<file path="src/rtl/tile_renderer.sv">
// Tile-map VGA renderer: counters -> map RAM -> tile RAM -> palette; pixel (h,v) reaches o_rgb 5 cycles after the counters show it.
// Free-running pixel pipeline with no backpressure; the RAMs are expected to return data one cycle after each address.
module tile_renderer #(
  parameter int H_VISIBLE    = 640,
  parameter int H_TOTAL      = 800,
  parameter int H_SYNC_START = 656,
  parameter int H_SYNC_END   = 752,
  parameter int V_VISIBLE    = 480,
  parameter int V_TOTAL      = 525,
  parameter int V_SYNC_START = 490,
  parameter int V_SYNC_END   = 492,
  parameter int MAP_COLS     = 80
) (
  input  logic        i_clk,
  input  logic        i_rst,
  output logic [12:0] o_map_addr,
  input  logic [2:0]  i_map_data,
  output logic [8:0]  o_tile_addr,
  input  logic        i_tile_data,
  output logic [11:0] o_rgb,
  output logic        o_hsync,
  output logic        o_vsync,
  output logic        o_frame_tick
);

  localparam logic [9:0]  HV   = 10'(H_VISIBLE);
  localparam logic [9:0]  HL   = 10'(H_TOTAL - 1);
  localparam logic [9:0]  HSS  = 10'(H_SYNC_START);
  localparam logic [9:0]  HSE  = 10'(H_SYNC_END);
  localparam logic [9:0]  VV   = 10'(V_VISIBLE);
  localparam logic [9:0]  VL   = 10'(V_TOTAL - 1);
  localparam logic [9:0]  VSS  = 10'(V_SYNC_START);
  localparam logic [9:0]  VSE  = 10'(V_SYNC_END);
  localparam logic [12:0] COLS = 13'(MAP_COLS);

  // Per-pixel sideband that travels down the pipeline with the addresses.
  typedef struct packed {
    logic [2:0] hl;
    logic [2:0] vl;
    logic       vis;
    logic       hs;
    logic       vs;
  } side_t;

  localparam side_t SIDE_RST = '{hl: 3'd0, vl: 3'd0, vis: 1'b0, hs: 1'b1, vs: 1'b1};

  logic [9:0]  h, v;
  logic        visible;
  side_t       s0_side, s1_side, s2_side, s3_side, s4_side;
  logic [12:0] map_next;
  logic        blank_next;
  logic [8:0]  tile_next;
  logic [2:0]  s3_code, s4_code;
  logic        s3_blank, s4_blank;
  logic [11:0] pal_dat;

  always_ff @(posedge i_clk) begin
    if (i_rst) begin
      h <= 10'd0;
      v <= 10'd0;
    end else if (h == HL) begin
      h <= 10'd0;
      v <= (v == VL) ? 10'd0 : v + 10'd1;
    end else begin
      h <= h + 10'd1;
    end
  end

  assign visible      = (h < HV) && (v < VV);
  assign o_frame_tick = (h == 10'd0) && (v == VV);

  always_comb begin
    s0_side     = SIDE_RST;
    s0_side.hl  = h[2:0];
    s0_side.vl  = v[2:0];
    s0_side.vis = visible;
    s0_side.hs  = !((h >= HSS) && (h < HSE));
    s0_side.vs  = !((v >= VSS) && (v < VSE));
  end

  // Full 13-bit product: row 59 * 80 + col 79 = 4799 fits without truncation.
  assign map_next = visible ? ({6'd0, v[9:3]} * COLS + {6'd0, h[9:3]}) : 13'd0;

  // Codes 6 and 7 have no bitmap; park the tile address at 0 and blank the pixel.
  assign blank_next = i_map_data[2] & i_map_data[1];
  assign tile_next  = blank_next ? 9'd0 : {i_map_data, s2_side.vl, s2_side.hl};

  always_comb begin
    pal_dat = 12'h000;
    case (s4_code)
      3'd1, 3'd2, 3'd3: pal_dat = 12'h0F0;
      3'd4:             pal_dat = 12'hFFF;
      3'd5:             pal_dat = 12'hF00;
      default:          pal_dat = 12'h000;
    endcase
  end

  always_ff @(posedge i_clk) begin
    if (i_rst) begin
      o_map_addr  <= 13'd0;
      s1_side     <= SIDE_RST;
      s2_side     <= SIDE_RST;
      o_tile_addr <= 9'd0;
      s3_code     <= 3'd0;
      s3_blank    <= 1'b0;
      s3_side     <= SIDE_RST;
      s4_code     <= 3'd0;
      s4_blank    <= 1'b0;
      s4_side     <= SIDE_RST;
      o_rgb       <= 12'h000;
      o_hsync     <= 1'b1;
      o_vsync     <= 1'b1;
    end else begin
      o_map_addr  <= map_next;
      s1_side     <= s0_side;
      s2_side     <= s1_side;
      o_tile_addr <= tile_next;
      s3_code     <= i_map_data;
      s3_blank    <= blank_next;
      s3_side     <= s2_side;
      s4_code     <= s3_code;
      s4_blank    <= s3_blank;
      s4_side     <= s3_side;
      o_rgb       <= (s4_side.vis && i_tile_data && !s4_blank) ? pal_dat : 12'h000;
      o_hsync     <= s4_side.hs;
      o_vsync     <= s4_side.vs;
    end
  end

endmodule

</file>
<file path="config.mk">
export PLATFORM = sky130hd
export DESIGN_NAME = tile_renderer
export DESIGN_NICKNAME = d
export VERILOG_FILES = /design/src/rtl/tile_renderer.sv
export SDC_FILE = /design/constraint.sdc
export NUM_CORES = 1
export LEC_CHECK = 0
export CAP_MARGIN = 15
export CORE_ASPECT_RATIO = 2
export CORE_UTILIZATION = 48
export DETAILED_ROUTE_END_ITERATION = 12
export PLACE_DENSITY = 0.78
export SETUP_SLACK_MARGIN = 0.2
export SLEW_MARGIN = 20
export SYNTH_ARGS = -nofsm -noshare
export SYNTH_HDL_FRONTEND = slang
export SYNTH_SLANG_ARGS = --single-unit
</file>
<file path="constraint.sdc">
create_clock -name i_clk -period 2.3 [get_ports i_clk]
set_clock_uncertainty 0.05 [all_clocks]
set_input_delay 0.46 -clock i_clk [delete_from_list [all_inputs] [get_ports i_clk]]
set_output_delay 0.46 -clock i_clk [all_outputs]
set_load 0.005 [all_outputs]
</file>
==> run metrics, run 1 <==
multi-input logic area=~0.0015 sq mm; Critical Path AT=2.37 ns; Peak VDD IR=0.0004701 V; CP Launch Type=flop; post-route insts no fill=around 450; count of cell types in the netlist=48; Post-Synthesis Cell Area=roughly 0.0031 sq mm; Synth Area in Compound Gates=0.04768; Psw=approximately 0.64 mW; via count=between 2000 and 2500; yosys warns=0; Setup crit end kind=flop; pwr dens=about 680 mW/mm^2; ANT nets after route=0; f_max=464.9 MHz; layout cells sized above 1=0.2322; Antenna Cells=0; pins over their slew limit=0; Worst slew margin=0.6575; Hold Crit Depth=1; gr ovfl total=0; die width=58.80 um; final setup violation count=0; Cells after Synth=303; Remaining DRCs=0; fill cell count=476; Placed Cells=around 420; initial antenna violation count=0; routability cong.=0.8702; Logic pwr share=0.028; setup slack, reg-to-reg=0.15 ns; outcome=completed; sw frac=0.2241; Crit path required time=2.52 ns; clock sink count=79; largest net degree at the start of global routing=25; min Tclk post-route=2.151 ns; Power Total=2.837 mW; min setup slack post-route=between 0.1 and 0.15 ns; XOR/XNOR Fraction of Synth Area=0.06505; first-pass GRT wire length=10080 um; sequential share of power=0.492; final worst path period share=0.9352; final hold vios=0; Core Box Area=0.006259 sq mm; number of synthesized flops with an enable pin=0; Worst R2R Path Depth=8; drt first pass iters=6; crit-path max cell delay=between 0.3 and 0.4 ns; Hold WC Path Type=flop to flop; Area growth syn-to-layout=35.27%; worst slew pin tran=0.5098 ns; die height=around 120 um; Wirelength per Cell=14.25 um; CP max-delay cell=dfxtp_1; root buffer cell=clkbuf_16; net count after synthesis=328; Clk Latency, worst-skew pair=about 0.34 ns; Fin Setup TNS=0 ns; design area=0.004189 sq mm; internal power=2.201 mW; pre-CTS setup slack=0.03844 ns; Top FF cell, synth=dfxtp_1; mux contribution to synthesized area=0.003232; 1st-iter DRT viols=60; initial core utilization=0.4948; Seq/Total Area, Yosys=0.5107; hold buffer count at cts=0; Max Cap Viol=0; Port Buffers=42; CTS buffer count=9; largest family of logic cells by synthesized area=simple AND/OR/NAND/NOR gates; register area=0.001593 sq mm; H-tree Lvls=3; clock share of power=0.479; asr flop ratio synth=0; worst-path fanout max=4; Synth Area in Adders=0.08162; #FFs+latches synth=79; Static Leak=1.728 nW; RSZ-0062 raised after global routing=yes; Avg Cell Area, Syn=10.22 sq um; Std-Cell Rows=between 40 and 50; post-layout net count=between 300 and 400; CTS tree=built; WS Path Type=flop to flop; vias in the first global route=~2300; CTS max path bufs=2; clock-pin slew on the worst setup and hold paths=0.06 ns; placed cell area=0.003613 sq mm; Post-Synth Simple-Gate Area=0.2436; I/O pin count=43; Tot GR Track Use=0.2060; CP cell instances=buf_4 > ha_4 > ha_1 > a211oi_4 > o21ba_2 > nor2_2 > a31o_1 > a21oi_1; dpl hpwl=approximately 4200 um; DRT Wirelength=6440 um; Via density=4.896; die area=0.006796 sq mm
routing by layer:
layer,up-vias,share of wire,GRT usage,wire [um]
met5,-,0,0,0
met4,0,0.054,0.1667,349
li1,1110,-,-,-
met2,60,0.56,0.3780,3631
met1,1021,0.35,0.1785,2248
met3,22,0.033,0.05246,210
critical path: cells and delay by family, from the launching register on:
kind / cells / cell delay [ns]
compound gates: 4 / 0.92
buf+inv: 1 / 0.15
fa+ha+maj: 2 / 0.53
simple gates: 1 / 0.07
flops: 1 / 0.34
final cells by class:
| type | instances | share of cell area |
|---|---|---|
| Timing Repair Buffer | 66 | 0.1496 |
| Clock inverter | 6 | 0.01254 |
| Sequential cell | 79 | 0.3802 |
| Tap cell | 86 | 0.02569 |
| Inverter | 7 | 0.006272 |
| Multi-Input combinational cell | 198 | 0.3686 |
| Clock buffer | 10 | 0.05705 |
repair_timing:
| action | CTS | global route |
|---|---|---|
| gates resized for setup | 24 | 15 |
| pin swaps | 19 | 14 |
| hold endpoints to repair | 0 | 0 |
| buffers inserted | 9 | 3 |
| endpoints found under the setup margin | 4 | 4 |
final timing paths:
kind	startpoint	to
worst max-delay path	v[7]$_SDFFE_PP0P_	o_map_addr[12]$_SDFF_PP0_
worst min-delay path	s1_side[0]$_SDFF_PP1_	s2_side[0]$_SDFF_PP1_
worst max register to register	v[7]$_SDFFE_PP0P_	o_map_addr[12]$_SDFF_PP0_
worst min register to register	s1_side[0]$_SDFF_PP1_	s2_side[0]$_SDFF_PP1_
power by group through the flow:
| stage | logic, mW | clock network, mW | registers, mW |
|---|---|---|---|
| 2_1_floorplan | 0.0427 | 0 | 1.43 |
| 3_3_place_gp | 0.0769 | 0 | 1.43 |
| 3_5_place_dp | 0.0791 | 0 | 1.43 |
| 4_1_cts | 0.0801 | 1.39 | 1.40 |
| 5_1_grt | 0.0900 | 1.45 | 1.40 |
| 6_report | 0.0803 | 1.36 | 1.40 |
cell usage in the layout, fill, tap and decap left out, types with 2 or more instances in the layout:
master and n:
nor4_1 2, o21ai_0 2, nand3_1 5, nor4bb_1 2, clkinvlp_4 2, ha_1 10, and3_1 5, clkbuf_16 9
xor2_1 14, a21oi_1 5, buf_6 5, clkdlybuf4s50_1 41, ha_4 7, nor2b_1 21, clkinv_4 2, buf_4 18
nand4_1 11, xnor2_1 7, inv_1 6, dfxtp_2 3, and2_1 13, dfxtp_1 74, nor2_1 31, dfxtp_4 2
or2_2 9, a21o_1 4, nand2_1 13, nor2_2 7, nor3_1 2
Yosys cell counts (all sizes together) (5+ instances only):
master / n / area, sq um
xor2: 15 / 131.4
and2: 13 / 81.33
xnor2: 8 / 70.07
nand4: 11 / 68.82
nand2: 13 / 48.80
or2: 10 / 62.56
dfxtp: 79 / 1582
buf: 15 / 107.6
a21oi: 6 / 30.03
nor2: 39 / 156.4
nand3: 5 / 25.02
inv: 7 / 26.27
and3: 6 / 37.54
ha: 17 / 212.7
nor2b: 21 / 131.4
registers in the layout (all words and copies together), names as in the netlist, 9 cells and up:
register,count
o_map_addr,13
h,10
v,10
o_tile_addr,9
s1_side,9
s2_side,9
cells by family (layout without fill, tap and decap cells):
group           after synthesis  count (layout)
xor+xnor                     23              23
mux                           1               1
compound gates               21              21
simple gates                134             134
fa+ha+maj                    19              19
buf+inv                      26              89
flops                        79              79
stage by stage:
stage | hold WS (ns) | util
CTS | 0.3543 | 0.6499
detailed placement | 0.3432 | 0.5774
floorplan | 0.3395 | -
global placement | 0.3416 | 0.5774
global route | 0.3733 | 0.6693
finish | 0.3496 | 0.6693
Note: power is estimated with default switching activity, not from simulation.
==> run 2: changes to the inputs <==
==> constraint.sdc (replaced) <==
create_clock -name i_clk -period 1.8 [get_ports i_clk]
set_clock_uncertainty 0.05 [all_clocks]
set_input_delay 0.36 -clock i_clk [delete_from_list [all_inputs] [get_ports i_clk]]
set_output_delay 0.36 -clock i_clk [all_outputs]
set_load 0.005 [all_outputs]
==> run 2 against run 1 <==
Clock power rose by 42%. The flow now finishes with violations (negative setup slack). Die area did not move. Non-clock buffer count rose by 23.
==> run metrics, run 2 (synthesis gave the netlist of run 1 again) <==
Core Box Area=0.006259 sq mm (unchanged); CTS tree=built; post-layout net count=409 (+6.0%); largest registers=o_map_addr x13, h x10, v x10; via count=2367 (+7.0%); worst-path fanout max=2 (-2); final worst path period share=1.133 (+0.1976); cell mode on critical path=ha_4; Antenna Cells=0 (unchanged); drt first pass iters=4 (-2); initial core utilization=0.4948 (unchanged); Crit path required time=1.98 ns (-0.54 ns); Std-Cell Rows=41 (unchanged); failing checks=negative setup slack; clock sink count=79 (unchanged); die width=58.80 um (unchanged); ANT nets after route=0 (unchanged); sequential share of power=0.464 (-0.028); placed cell area=0.003859 sq mm (+6.8%); CP max-delay cell=fa_2; vias in the first global route=2358 (+2.5%); sw frac=0.2048 (-0.01934); Static Leak=2.009 nW (+16%); gr ovfl total=0 (unchanged); Layout Utilization=0.7261 (+0.05678); Area growth syn-to-layout=46.75%; Largest register FFs=13 (unchanged); I/O pin count=43 (unchanged); largest reg by FF count=o_map_addr; final hold vios=0 (unchanged); layout cells sized above 1=0.3548 (+0.1225); 1st-iter DRT viols=66 (+10%); WS Path Type=flop to flop; Remaining DRCs=0 (unchanged); dpl hpwl=4508 um (+6.1%); Critical Path AT=2.21 ns (-0.16 ns); Hold WC Path Type=flop to flop; pwr dens=845.0 mW/mm^2 (+25%); worst slew pin tran=0.3869 ns (-0.1228 ns); Logic pwr share=0.034 (+0.006); die height=115.6 um (unchanged); clock-pin slew on the worst setup and hold paths=0.06 ns (about the same); Setup crit end kind=flop; H-tree Lvls=3 (unchanged); Worst slew margin=0.7421 (+0.08451); f_max=490.4 MHz (+5.5%); Via density=4.983 (+1.8%); CP Launch Type=flop; DRT Wirelength=6831 um (+6.1%); routability cong.=0.8544 (-1.8%); Port Buffers=42 (unchanged); Power Total=3.840 mW (+35%); die area=0.006796 sq mm (unchanged); root buffer cell=clkbuf_16; Peak VDD IR=0.0005206 V (+11%); RSZ-0062 raised after global routing=yes; CP cell instances=ha_4 > ha_4 > fa_2 > xor2_2 > nand2_1 > nor4_2 > xnor2_1 > nor2_1; final setup violation count=5 (+5); design area=0.004544 sq mm (+8.5%); min Tclk post-route=2.039 ns (-0.1120 ns); Tot GR Track Use=0.2181 (+0.01211); CTS buffer count=9 (unchanged); Psw=0.7863 mW (+24%); min setup slack post-route=-0.2391 ns (-0.3880 ns); first-pass GRT wire length=10750 um (+6.6%); pins over their slew limit=0 (unchanged); largest net degree at the start of global routing=17 (-32%); Clk Latency, worst-skew pair=0.33 ns (about the same); clock share of power=0.503 (+0.024); internal power=3.054 mW (+39%); Wirelength per Cell=14.38 um (+0.94%); Fin Setup TNS=-1.019 ns (-1.019 ns); most frequent cells in the layout=dfxtp_1, buf_4, nor2_1, clkdlybuf4s50_1, nor2b_1; commonest non-fill, non-tap cell in the layout=dfxtp_1; Max Cap Viol=0 (unchanged); CTS max path bufs=2 (unchanged); crit-path max cell delay=0.37 ns (+0.03 ns); outcome=finished, violations left; initial antenna violation count=0 (unchanged)
[run 2: final timing paths]
check | startpoint | to | slack, ns | cells after the start
max | v[4]$_SDFFE_PP0P_ | o_map_addr[11]$_SDFF_PP0_ | -0.24 | 8
min | s3_side[1]$_SDFF_PP1_ | s4_side[1]$_SDFF_PP1_ | 0.36 | 1
max reg2reg | v[4]$_SDFFE_PP0P_ | o_map_addr[11]$_SDFF_PP0_ | -0.24 | 8
min reg2reg | s3_side[1]$_SDFF_PP1_ | s4_side[1]$_SDFF_PP1_ | 0.36 | 1
[run 2: routing by layer]
| layer | up-vias | GRT usage | wire (um) |
|---|---|---|---|
| met3 | 19 | 0.04799 | 208 |
| met5 | - | 0 | 0 |
| li1 | 1166 | - | - |
| met4 | 0 | 0.1254 | 198 |
| met1 | 1119 | 0.2041 | 2500 |
| met2 | 63 | 0.4136 | 3924 |
[run 2: area by class of cell]
type | count | area, sq um
Timing Repair Buffer | 89 | 843.3
Tap cell | 86 | 107.6
Clock buffer | 10 | 229.0
Fill cell | 432 | 1714
Inverter | 7 | 26.28
Clock inverter | 6 | 92.59
Sequential cell | 79 | 1612
Multi-Input combinational cell | 198 | 1634
[run 2: worst max-delay path: cells and delay by family, from the launching register on]
family / cells / cell delay (ns)
adder cells (fa/ha/maj): 3 / 0.78
AND/OR/NAND/NOR: 3 / 0.44
flip-flops: 1 / 0.35
XOR/XNOR: 2 / 0.32
[run 2: power groups by stage]
stage | clock network (mW) | registers (mW) | logic, mW
2_1_floorplan | 0 | 1.82 | 0.0546
3_3_place_gp | 0 | 1.82 | 0.112
3_5_place_dp | 0 | 1.82 | 0.115
4_1_cts | 1.94 | 1.78 | 0.124
5_1_grt | 2.02 | 1.78 | 0.141
6_report | 1.93 | 1.78 | 0.130
[run 2: per-stage QoR]
step | worst slack [ns] | hold WS, ns | std cells
after detailed placement | -0.3372 | 0.3448 | 451
after global routing | -0.3175 | 0.3710 | 475
after CTS | -0.2749 | 0.3576 | 475
final | -0.2391 | 0.3613 | 475
after floorplan | -0.2021 | 0.3395 | 303
after global placement | -0.3207 | 0.3416 | 451
[run 2: repair_timing]
item                                    in CTS  in global routing
pin swaps                                   25                 19
endpoints found under the setup margin      36                 34
hold buffers                                 0                  0
buffers inserted                             8                  0
gates resized for setup                     51                 34
==> run 3: changes to the inputs <==
--- a/config.mk
+++ b/config.mk
@@ -10,7 +10,7 @@
 export CORE_UTILIZATION = 48
 export DETAILED_ROUTE_END_ITERATION = 12
 export PLACE_DENSITY = 0.78
-export SETUP_SLACK_MARGIN = 0.2
+export SETUP_SLACK_MARGIN = 0.4
 export SLEW_MARGIN = 20
 export SYNTH_ARGS = -nofsm -noshare
 export SYNTH_HDL_FRONTEND = slang
==> run 3 against run 2 <==
The run still ends with negative setup slack left. Die area did not move. Design area down 2.7%. Setup slack worse by 0.14 ns. Sequential power about the same. Highest routed layer unchanged. Clock power fell by 13%. Largest cell class unchanged. Combinational power shrank 5%. Largest power group is now registers. Core utilization shrank 2.0 points. Non-clock buffer count down 2. Routed wire length down 7.8%.
==> run metrics, run 3 (synthesis gave the netlist of run 1 again) <==
outcome=finished, violations left; failing checks=negative setup slack; most frequent cells in the layout=dfxtp_1, dlygate4sd2_1, buf_4; I/O pin count=43 (unchanged); Crit path required time=1.97 ns (about the same); min setup slack post-route=-0.3765 ns (-0.1374 ns); Power Total=3.576 mW (-6.9%); vias in the first global route=2277 (-3.4%); ANT nets after route=0 (unchanged); Clk Latency, worst-skew pair=0.33 ns (about the same); Critical Path AT=2.35 ns (+0.14 ns); Max Cap Viol=0 (unchanged); Hold WC Path Type=flop to flop; gr ovfl total=0 (unchanged); Fin Setup TNS=-1.537 ns (-0.5174 ns); f_max=459.5 MHz (-6.3%); Port Buffers=42 (unchanged); Remaining DRCs=0 (unchanged); largest registers=o_map_addr x13, h x10, v x10; CTS max path bufs=2 (unchanged); final setup violation count=6 (+1); die height=115.6 um (unchanged); Antenna Cells=0 (unchanged); min Tclk post-route=2.176 ns (+0.1374 ns); dpl hpwl=4429 um (-1.8%); placed cell area=0.003845 sq mm (-0.36%); largest net degree at the start of global routing=22 (+5); Core Box Area=0.006259 sq mm (unchanged); routability cong.=0.8383 (-1.9%); Setup crit end kind=flop; design area=0.004420 sq mm (-2.7%); Peak VDD IR=0.0007449 V (+43%); CTS tree=built; via count=2323 (-1.9%); H-tree Lvls=3 (unchanged); initial core utilization=0.4948 (unchanged); Worst slew margin=0.7570 (+0.01491); RSZ-0062 raised after global routing=yes; post-layout net count=407 (-0.49%); Wirelength per Cell=13.31 um (-7.4%); die width=58.80 um (unchanged); hold buffer count at cts=0 (unchanged); Layout Utilization=0.7063 (-0.01979); first-pass GRT wire length=10150 um (-5.6%); DRT Wirelength=6297 um (-7.8%); Std-Cell Rows=41 (unchanged); pwr dens=809.1 mW/mm^2 (-4.3%); worst-path fanout max=3 (+1); Area growth syn-to-layout=42.75%; commonest non-fill, non-tap cell in the layout=dfxtp_1; final worst path period share=1.209 (+0.07631); Via density=4.911 (-1.4%); largest reg by FF count=o_map_addr; layout cells sized above 1=0.3463 (-0.008503); Largest register FFs=13 (unchanged); clock sink count=79 (unchanged); WS Path Type=flop to flop; clock-pin slew on the worst setup and hold paths=0.06 ns (about the same); CTS buffer count=9 (unchanged); Static Leak=1.964 nW (-2.3%); root buffer cell=clkbuf_16; Tot GR Track Use=0.2034 (-0.01471); die area=0.006796 sq mm (unchanged); worst slew pin tran=0.3612 ns (-0.02570 ns); CP Launch Type=flop; 1st-iter DRT viols=60 (-9.1%); WHS=0.3573 ns (-0.004038 ns); initial antenna violation count=0 (unchanged); final hold vios=0 (unchanged); drt first pass iters=4 (unchanged); pins over their slew limit=0 (unchanged)
## run 3: layer usage
| metal | GRT usage | vias to the layer above | wire length (um) |
|---|---|---|---|
| met4 | 0.1429 | 0 | 303 |
| met5 | 0 | - | 0 |
| met3 | 0.05246 | 26 | 179 |
| met1 | 0.1903 | 1086 | 2294 |
| li1 | - | 1156 | - |
| met2 | 0.3682 | 55 | 3520 |
## run 3: final timing paths
path	cells past startpoint	startpoint	endpoint	slack [ns]
hold / removal	1	s4_side[0]$_SDFF_PP1_	o_vsync$_SDFF_PP1_	0.36
hold reg to reg	1	s4_side[0]$_SDFF_PP1_	o_vsync$_SDFF_PP1_	0.36
setup / recovery	9	v[6]$_SDFFE_PP0P_	o_map_addr[12]$_SDFF_PP0_	-0.38
setup reg to reg	9	v[6]$_SDFFE_PP0P_	o_map_addr[12]$_SDFF_PP0_	-0.38
## run 3: timing repair
action / 4_1_cts / 5_1_grt
gates resized for setup: 84 / 21
gates cloned: 0 / 0
buffers inserted: 10 / 2
pin swaps: 32 / 12
endpoints found under the setup margin: 70 / 28
## run 3: cell type report
class                      instances  area [sq um]
clock inverter                     6         41.29
sequential                        79          1610
fill                             488          1838
multi-input combinational        198          1629
timing repair buffer              87         767.0
clock buffer                      10         239.0
inverter                           7         26.28
tap                               86         107.6
## run 3: power by group
part           switching, mW  internal (mW)  total, mW
Combinational         0.0620         0.0613      0.123
Sequential           0.00886           1.77       1.78
Clock                  0.698          0.977       1.68
## run 3: per-stage QoR
| stage | std cells | setup slack [ns] |
|---|---|---|
| floorplan | 303 | -0.2020 |
| global placement | 445 | -0.2972 |
| detailed placement | 445 | -0.3510 |
| CTS | 471 | -0.3540 |
| global route | 473 | -0.4831 |
| finish | 473 | -0.3765 |
## run 3: worst max-delay path, stage by stage, from the launching register on
cell and delay [ns]:
dfxtp_4 0.35, buf_6 0.12, ha_4 0.21, ha_4 0.16, fa_2 0.37, a21o_1 0.22
a21oi_2 0.17, xnor2_2 0.17, a31o_1 0.18, a21oi_1 0.06
